===== src/rtl/sd_dat_tx.sv =====
// Single-line (DAT0) SD write-block transmitter: start bit, MSB-first block data,
// CRC16 and end bit, then the card's CRC-status token and busy wait.
module sd_dat_tx #(
  parameter int unsigned BLOCK_BYTES = 512,
  parameter int unsigned TIMEOUT     = 65535,
  localparam int unsigned AW = (BLOCK_BYTES > 1) ? $clog2(BLOCK_BYTES) : 1
) (
  input  logic          iclk,
  input  logic          irst,
  input  logic          istart,
  output logic [AW-1:0] odata_addr,
  input  logic [7:0]    idata_byte,
  output logic          odat,
  output logic          odat_oe,
  input  logic          idat,
  output logic          obusy,
  output logic          odone,
  output logic          oerr
);

  localparam int unsigned BW = AW + 3;
  localparam int unsigned TW = (TIMEOUT > 1) ? $clog2(TIMEOUT + 1) : 1;
  localparam logic [AW-1:0] AMAX     = AW'(BLOCK_BYTES - 1);
  localparam logic [BW-1:0] LAST_BIT = BW'(8 * BLOCK_BYTES - 1);
  localparam logic [TW-1:0] TMAX     = TW'(TIMEOUT - 1);

  typedef enum logic [3:0] {
    IDLE, START, DATA, CRC, END, NCRC, WAIT_STAT, STAT, BUSY, DONE
  } state_t;

  state_t        state, nstate;
  logic [BW-1:0] bitcnt;
  logic [3:0]    cnt;
  logic [TW-1:0] tcnt;
  logic [7:0]    shreg;
  logic [15:0]   crc, crc_next, crcsh;
  logic [2:0]    stat;
  logic          err;

  always_ff @(posedge iclk or posedge irst) begin
    if (irst) state <= IDLE;
    else      state <= nstate;
  end

  always_comb begin
    nstate  = state;
    odat    = 1'b1;
    odat_oe = 1'b0;
    case (state)
      IDLE:      if (istart) nstate = START;
      START: begin
        odat    = 1'b0;
        odat_oe = 1'b1;
        nstate  = DATA;
      end
      DATA: begin
        odat    = shreg[7];
        odat_oe = 1'b1;
        if (bitcnt == LAST_BIT) nstate = CRC;
      end
      CRC: begin
        odat    = crcsh[15];
        odat_oe = 1'b1;
        if (cnt == 4'd15) nstate = END;
      end
      END:       odat_oe = 1'b1;
      NCRC:      if (cnt == 4'd1) nstate = WAIT_STAT;
      WAIT_STAT: if (!idat) nstate = STAT;
                 else if (tcnt == TMAX) nstate = DONE;
      STAT:      if (cnt == 4'd3) nstate = BUSY;
      BUSY:      if (idat || tcnt == TMAX) nstate = DONE;
      DONE:      nstate = IDLE;
      default:   nstate = IDLE;
    endcase
    if (state == END) nstate = NCRC;
  end

  assign obusy = (state != IDLE);
  assign odone = (state == DONE);
  assign oerr  = err;

  assign crc_next = {crc[14:0], 1'b0} ^ ({16{crc[15] ^ odat}} & 16'h1021);

  // Equivalent to holding the crc16 in reset outside DATA, done as a synchronous clear
  always_ff @(posedge iclk or posedge irst) begin
    if (irst)                crc <= '0;
    else if (state != DATA)  crc <= '0;
    else                     crc <= crc_next;
  end

  always_ff @(posedge iclk or posedge irst) begin
    if (irst) begin
      bitcnt     <= '0;
      cnt        <= '0;
      tcnt       <= '0;
      shreg      <= '0;
      crcsh      <= '0;
      stat       <= '0;
      err        <= 1'b0;
      odata_addr <= '0;
    end else begin
      if (nstate != state) begin
        bitcnt <= '0;
        cnt    <= '0;
        tcnt   <= '0;
      end else begin
        cnt <= cnt + 4'd1;
        if (state == DATA) bitcnt <= bitcnt + 1'b1;
        if (state == WAIT_STAT || state == BUSY) tcnt <= tcnt + 1'b1;
      end

      case (state)
        IDLE: if (istart) begin
          odata_addr <= '0;
          err        <= 1'b0;
        end
        START: begin
          shreg <= idata_byte;
          if (odata_addr != AMAX) odata_addr <= odata_addr + 1'b1;
        end
        DATA: begin
          if (bitcnt[2:0] == 3'd7) begin
            shreg <= idata_byte;
            if (odata_addr != AMAX) odata_addr <= odata_addr + 1'b1;
          end else begin
            shreg <= {shreg[6:0], 1'b0};
          end
          if (bitcnt == LAST_BIT) crcsh <= crc_next;
        end
        CRC:       crcsh <= {crcsh[14:0], 1'b0};
        WAIT_STAT: if (idat && tcnt == TMAX) err <= 1'b1;
        STAT: begin
          if (cnt != 4'd3)                stat <= {stat[1:0], idat};
          else if ({stat, idat} != 4'b0101) err <= 1'b1;
        end
        BUSY:      if (!idat && tcnt == TMAX) err <= 1'b1;
        // Parking the address at 0 lets the 1-cycle buffer present byte 0 during START
        DONE:      odata_addr <= '0;
        default: ;
      endcase
    end
  end

endmodule


===== config.mk =====
export PLATFORM = sky130hd
export DESIGN_NAME = sd_dat_tx
export DESIGN_NICKNAME = d
export VERILOG_FILES = /design/src/rtl/sd_dat_tx.sv
export SDC_FILE = /design/constraint.sdc
export NUM_CORES = 1
export LEC_CHECK = 0
export BUFFER_PORTS_ARGS = -buffer_cell sky130_fd_sc_hd__buf_2
export CAP_MARGIN = 20
export CORE_ASPECT_RATIO = 2
export CORE_MARGIN = 10
export CORE_UTILIZATION = 50
export DETAILED_ROUTE_END_ITERATION = 6
export PLACE_DENSITY_LB_ADDON = 0.3
export SYNTH_ARGS = -nofsm -noshare
export SYNTH_HDL_FRONTEND = slang
export SYNTH_SLANG_ARGS = --single-unit

===== constraint.sdc =====
create_clock -name iclk -period 3.8 [get_ports iclk]
set_input_delay 0.38 -clock iclk [delete_from_list [all_inputs] [get_ports iclk]]
set_output_delay 0.38 -clock iclk [all_outputs]
set_load 0.02 [all_outputs]

==> summary.txt <==
Placed design
  • Post-Place Worst Slack: approximately 1100 ps
  • PortBufs: 25
  • Post-DP HPWL: 6750 um
  • Placed instance area: 4630 um^2
  • GP Congestion: about 0.83
  • Placed Instances: 555

Pwr
  • P_leak: roughly 2.2 nW
  • Int Power: approximately 2.0 mW
  • Total power: 3.32 mW
  • Seq pwr share: between 30% and 40%
  • Sw power: 1.31 mW
  • Peak supply drop: 0.306 mV
  • Power density cells: just under 700 nW/um^2
  • Clock network fraction of total power: 26.0%
  • Comb pwr share: 34.5%
  • Switching Fraction: between 30% and 40%

Layout
  • Final Cell Area: 4920 um^2
  • # diodes: 0
  • Layout Cells excl Fill: around 570
  • Share of layout cells above drive strength 1: 12.7%
  • Area grow syn2layout: 11.2%
  • Fillers: approximately 780
  • Final net count: around 490

Route
  • DRT iter0 DRCs: approximately 260
  • # DRC: 0
  • First-pass DRT Iterations: 5
  • DRT antenna net count: 0
  • Wire per inst: 16.5 um
  • Post-Route WL: approximately 9400 um
  • Vias post-DR: about 3,400
  • Vias per Instance: 5.89

Clock tree
  • Clock Sinks: around 90
  • Later-pin clock latency in the skew report: roughly 350 ps
  • CTS Buf Count: 9
  • Clk buf depth: 2
  • Clock root buffer: clkbuf_16
  • Post-CTS Setup Bufs: 0
  • Post-cts sizing count: 0
  • CTS tree: built
  • Worst-path clk slew: approximately 70 ps
  • Hold-fix buffers, CTS: 0
  • H-tree lvl count: 3

Die
  • Core area: around 8600 um^2
  • Core Rows: 48
  • Width of the die: between 80 and 90 um
  • Initial core utilization: 51.2%
  • Die extent in y: between 150 and 200 um
  • Die ar.: roughly 13,000 um^2
  • IO Pins: 26

Synthesis
  • Syn_area_per_cell: slightly below 10 um^2
  • Main area contributors after synthesis: dfrtp_1, nor3_1, xnor2_1, nand2_1, nor2_1
  • Synth top area share: ~50%
  • Mapped cell area: ~4400 um^2
  • Register area share after synthesis: around 50%
  • Synth warn: 0
  • #FFs+latches synth: 89
  • Synthesized instance count: between 400 and 500
  • Yosys cell types: 53
  • Synth async-reset ratio: 100%
  • Number of synthesized flops with an enable pin: 0
  • Top cell type by total area after synthesis: dfrtp_1
  • Ys flop type: dfrtp_1
  • Mapped Nets: approximately 470

Timing
  • Fmax: 0.375 GHz
  • Worst-case clock skew: roughly 8.5 ps
  • Period utilisation layout: 70.2%
  • Min Tclk post-route: approximately 2700 ps
  • Final hold viol count: 0
  • Slew Limit Fails: 0
  • Worst slew pin tran: between 800 and 900 ps
  • Finish-stage setup viols: 0
  • Slew HR: between 40% and 50%
  • Setup ws final: between 1000 and 1500 ps
  • Setup TNS: 0 ps
  • RSZ-0062 raised after global routing: no

Global routing
  • GR Overflow Total: 0
  • Global-route wire length before repair: 16,000 um
  • Number of global-route vias before repair: around 3,400
  • Met3 Use GR: 3.14%
  • Top Usage Layer GRT: met2
  • Largest net degree at the start of global routing: 51
  • Met2 Use GR: 25.7%
  • GRT Total Usage: 14.6%
  • Met1 usage in global routing: around 16%
  • Antenna violations before repair: 0

Critical path
  • Req. time, crit path: roughly 4000 ps
  • CP bufs+invs: 1
  • Slowest-stage cell, CP: or4_1
  • CP max stage delay: between 600 and 700 ps
  • Crit-path max FO: 32
  • CP arrival: 2860 ps
  • Cells on worst reg2reg path: 6
  • Levels on crit path: 6
  • Worst path top cell family by delay: simple AND/OR/NAND/NOR gates
  • Type of the worst setup path: flip-flop to flip-flop
  • Worst setup EP type: flip-flop
  • Worst setup SP type: flip-flop
  • Cell Chain, Critical Path: nor4b_2, nand3_1, or4_1, a31oi_4, buf_4, a2111oi_0

Min path
  • HP Class: input pin to asynchronous set/reset pin

Status
  • Status: completed

Job
  • Max_cap viols: 0
worst paths after layout:
| path | startpoint | slack [ps] | to |
|---|---|---|---|
| setup / recovery | state[2] | 1130 | tcnt[1] |
| hold / removal | irst | 190 | crcsh[5] |
| setup reg to reg | state[2] | 1130 | tcnt[1] |
| hold reg to reg | crcsh[15] | 480 | crcsh[15] |
| max in group asynchronous | irst | 2610 | tcnt[7] |
| min in group iclk | idata_byte[0] | 250 | shreg[0] |
cell usage in the layout, fill, tap and decap left out, drive strengths merged, types with 6 or more instances in the layout:
| cell type | instances |
|---|---|
| nand2 | 46 |
| o21ai | 21 |
| ha | 8 |
| xnor2 | 23 |
| dfrtp | 89 |
| a22oi | 12 |
| a21oi | 7 |
| and2 | 14 |
| nand4 | 13 |
| inv | 14 |
| o22ai | 6 |
| clkbuf | 9 |
| xor2 | 9 |
| mux2i | 11 |
| nor3 | 43 |
| nor2 | 31 |
| buf | 33 |
| nand3 | 18 |
cell families (layout without fill, tap and decap cells):
family | after synthesis | count (layout) | share of synthesized area (%)
buffers and inverters | 36 | 59 | 3.73
DFF | 89 | 89 | 50.3
muxes | 14 | 14 | 3.25
xor gates and xnor gates | 32 | 32 | 6.33
and+or+nand+nor | 198 | 198 | 23.2
AOI/OAI and AO/OA | 71 | 71 | 10.9
adders and majority gates | 8 | 8 | 2.26
power groups by stage:
| stage | logic [mW] | registers [mW] | clock network, mW |
|---|---|---|---|
| 4_1_cts | 1.16 | 1.31 | 0.883 |
| 3_5_place_dp | 1.16 | 1.33 | 0 |
| 3_3_place_gp | 1.12 | 1.32 | 0 |
| 5_1_grt | 1.30 | 1.33 | 0.918 |
| 2_1_floorplan | 0.928 | 1.27 | 0 |
| 6_report | 1.15 | 1.31 | 0.865 |
final cells by class:
cell class | count | area (um^2) | share of cell area (%)
clock inverters | 7 | 68.8 | 1.40
clock buffers | 9 | 225 | 4.57
inverters | 10 | 38.8 | 0.788
repair buffers | 33 | 185 | 3.76
multi-input cells | 323 | 2050 | 41.7
flip-flops and latches | 89 | 2230 | 45.2
well taps | 100 | 125 | 2.54
Yosys cell counts, drive strengths merged (3+ instances only):
master	instances
dfrtp	89
nand2	46
nor3	43
nor2	31
xnor2	23
o21ai	21
nand3	18
clkbuf	15
and2	14
nand4	13
a22oi	12
buf	11
mux2i	11
inv	10
xor2	9
ha	8
a21oi	7
o22ai	6
nand2b	5
nor4	5
o31ai	5
or4	5
a31oi	4
nor3b	4
or3	4
a21boi	3
mux2	3
per-layer routing:
layer | vias to the layer above | wire, um
met4 | 0 | 204
li1 | 1639 | -
met5 | - | 0
met1 | 1664 | 3710
met2 | 48 | 5200
met3 | 15 | 301
flip-flops by register name (all words and copies together), names as in the netlist:
signal and count:
oerr 1, crc 16, crcsh 16, bitcnt 12, state 4, stat 3, odata_addr 9, shreg 8
cnt 4, tcnt 16
metrics by stage:
stage | hold WS [ps] | util [%]
2_1_floorplan | 441 | -
3_3_place_gp | 461 | 53.5
3_5_place_dp | 457 | 53.5
4_1_cts | 213 | 56.9
5_1_grt | 244 | 56.9
6_report | 188 | 56.9
No activity file was read; power rests on OpenSTA's default activity.
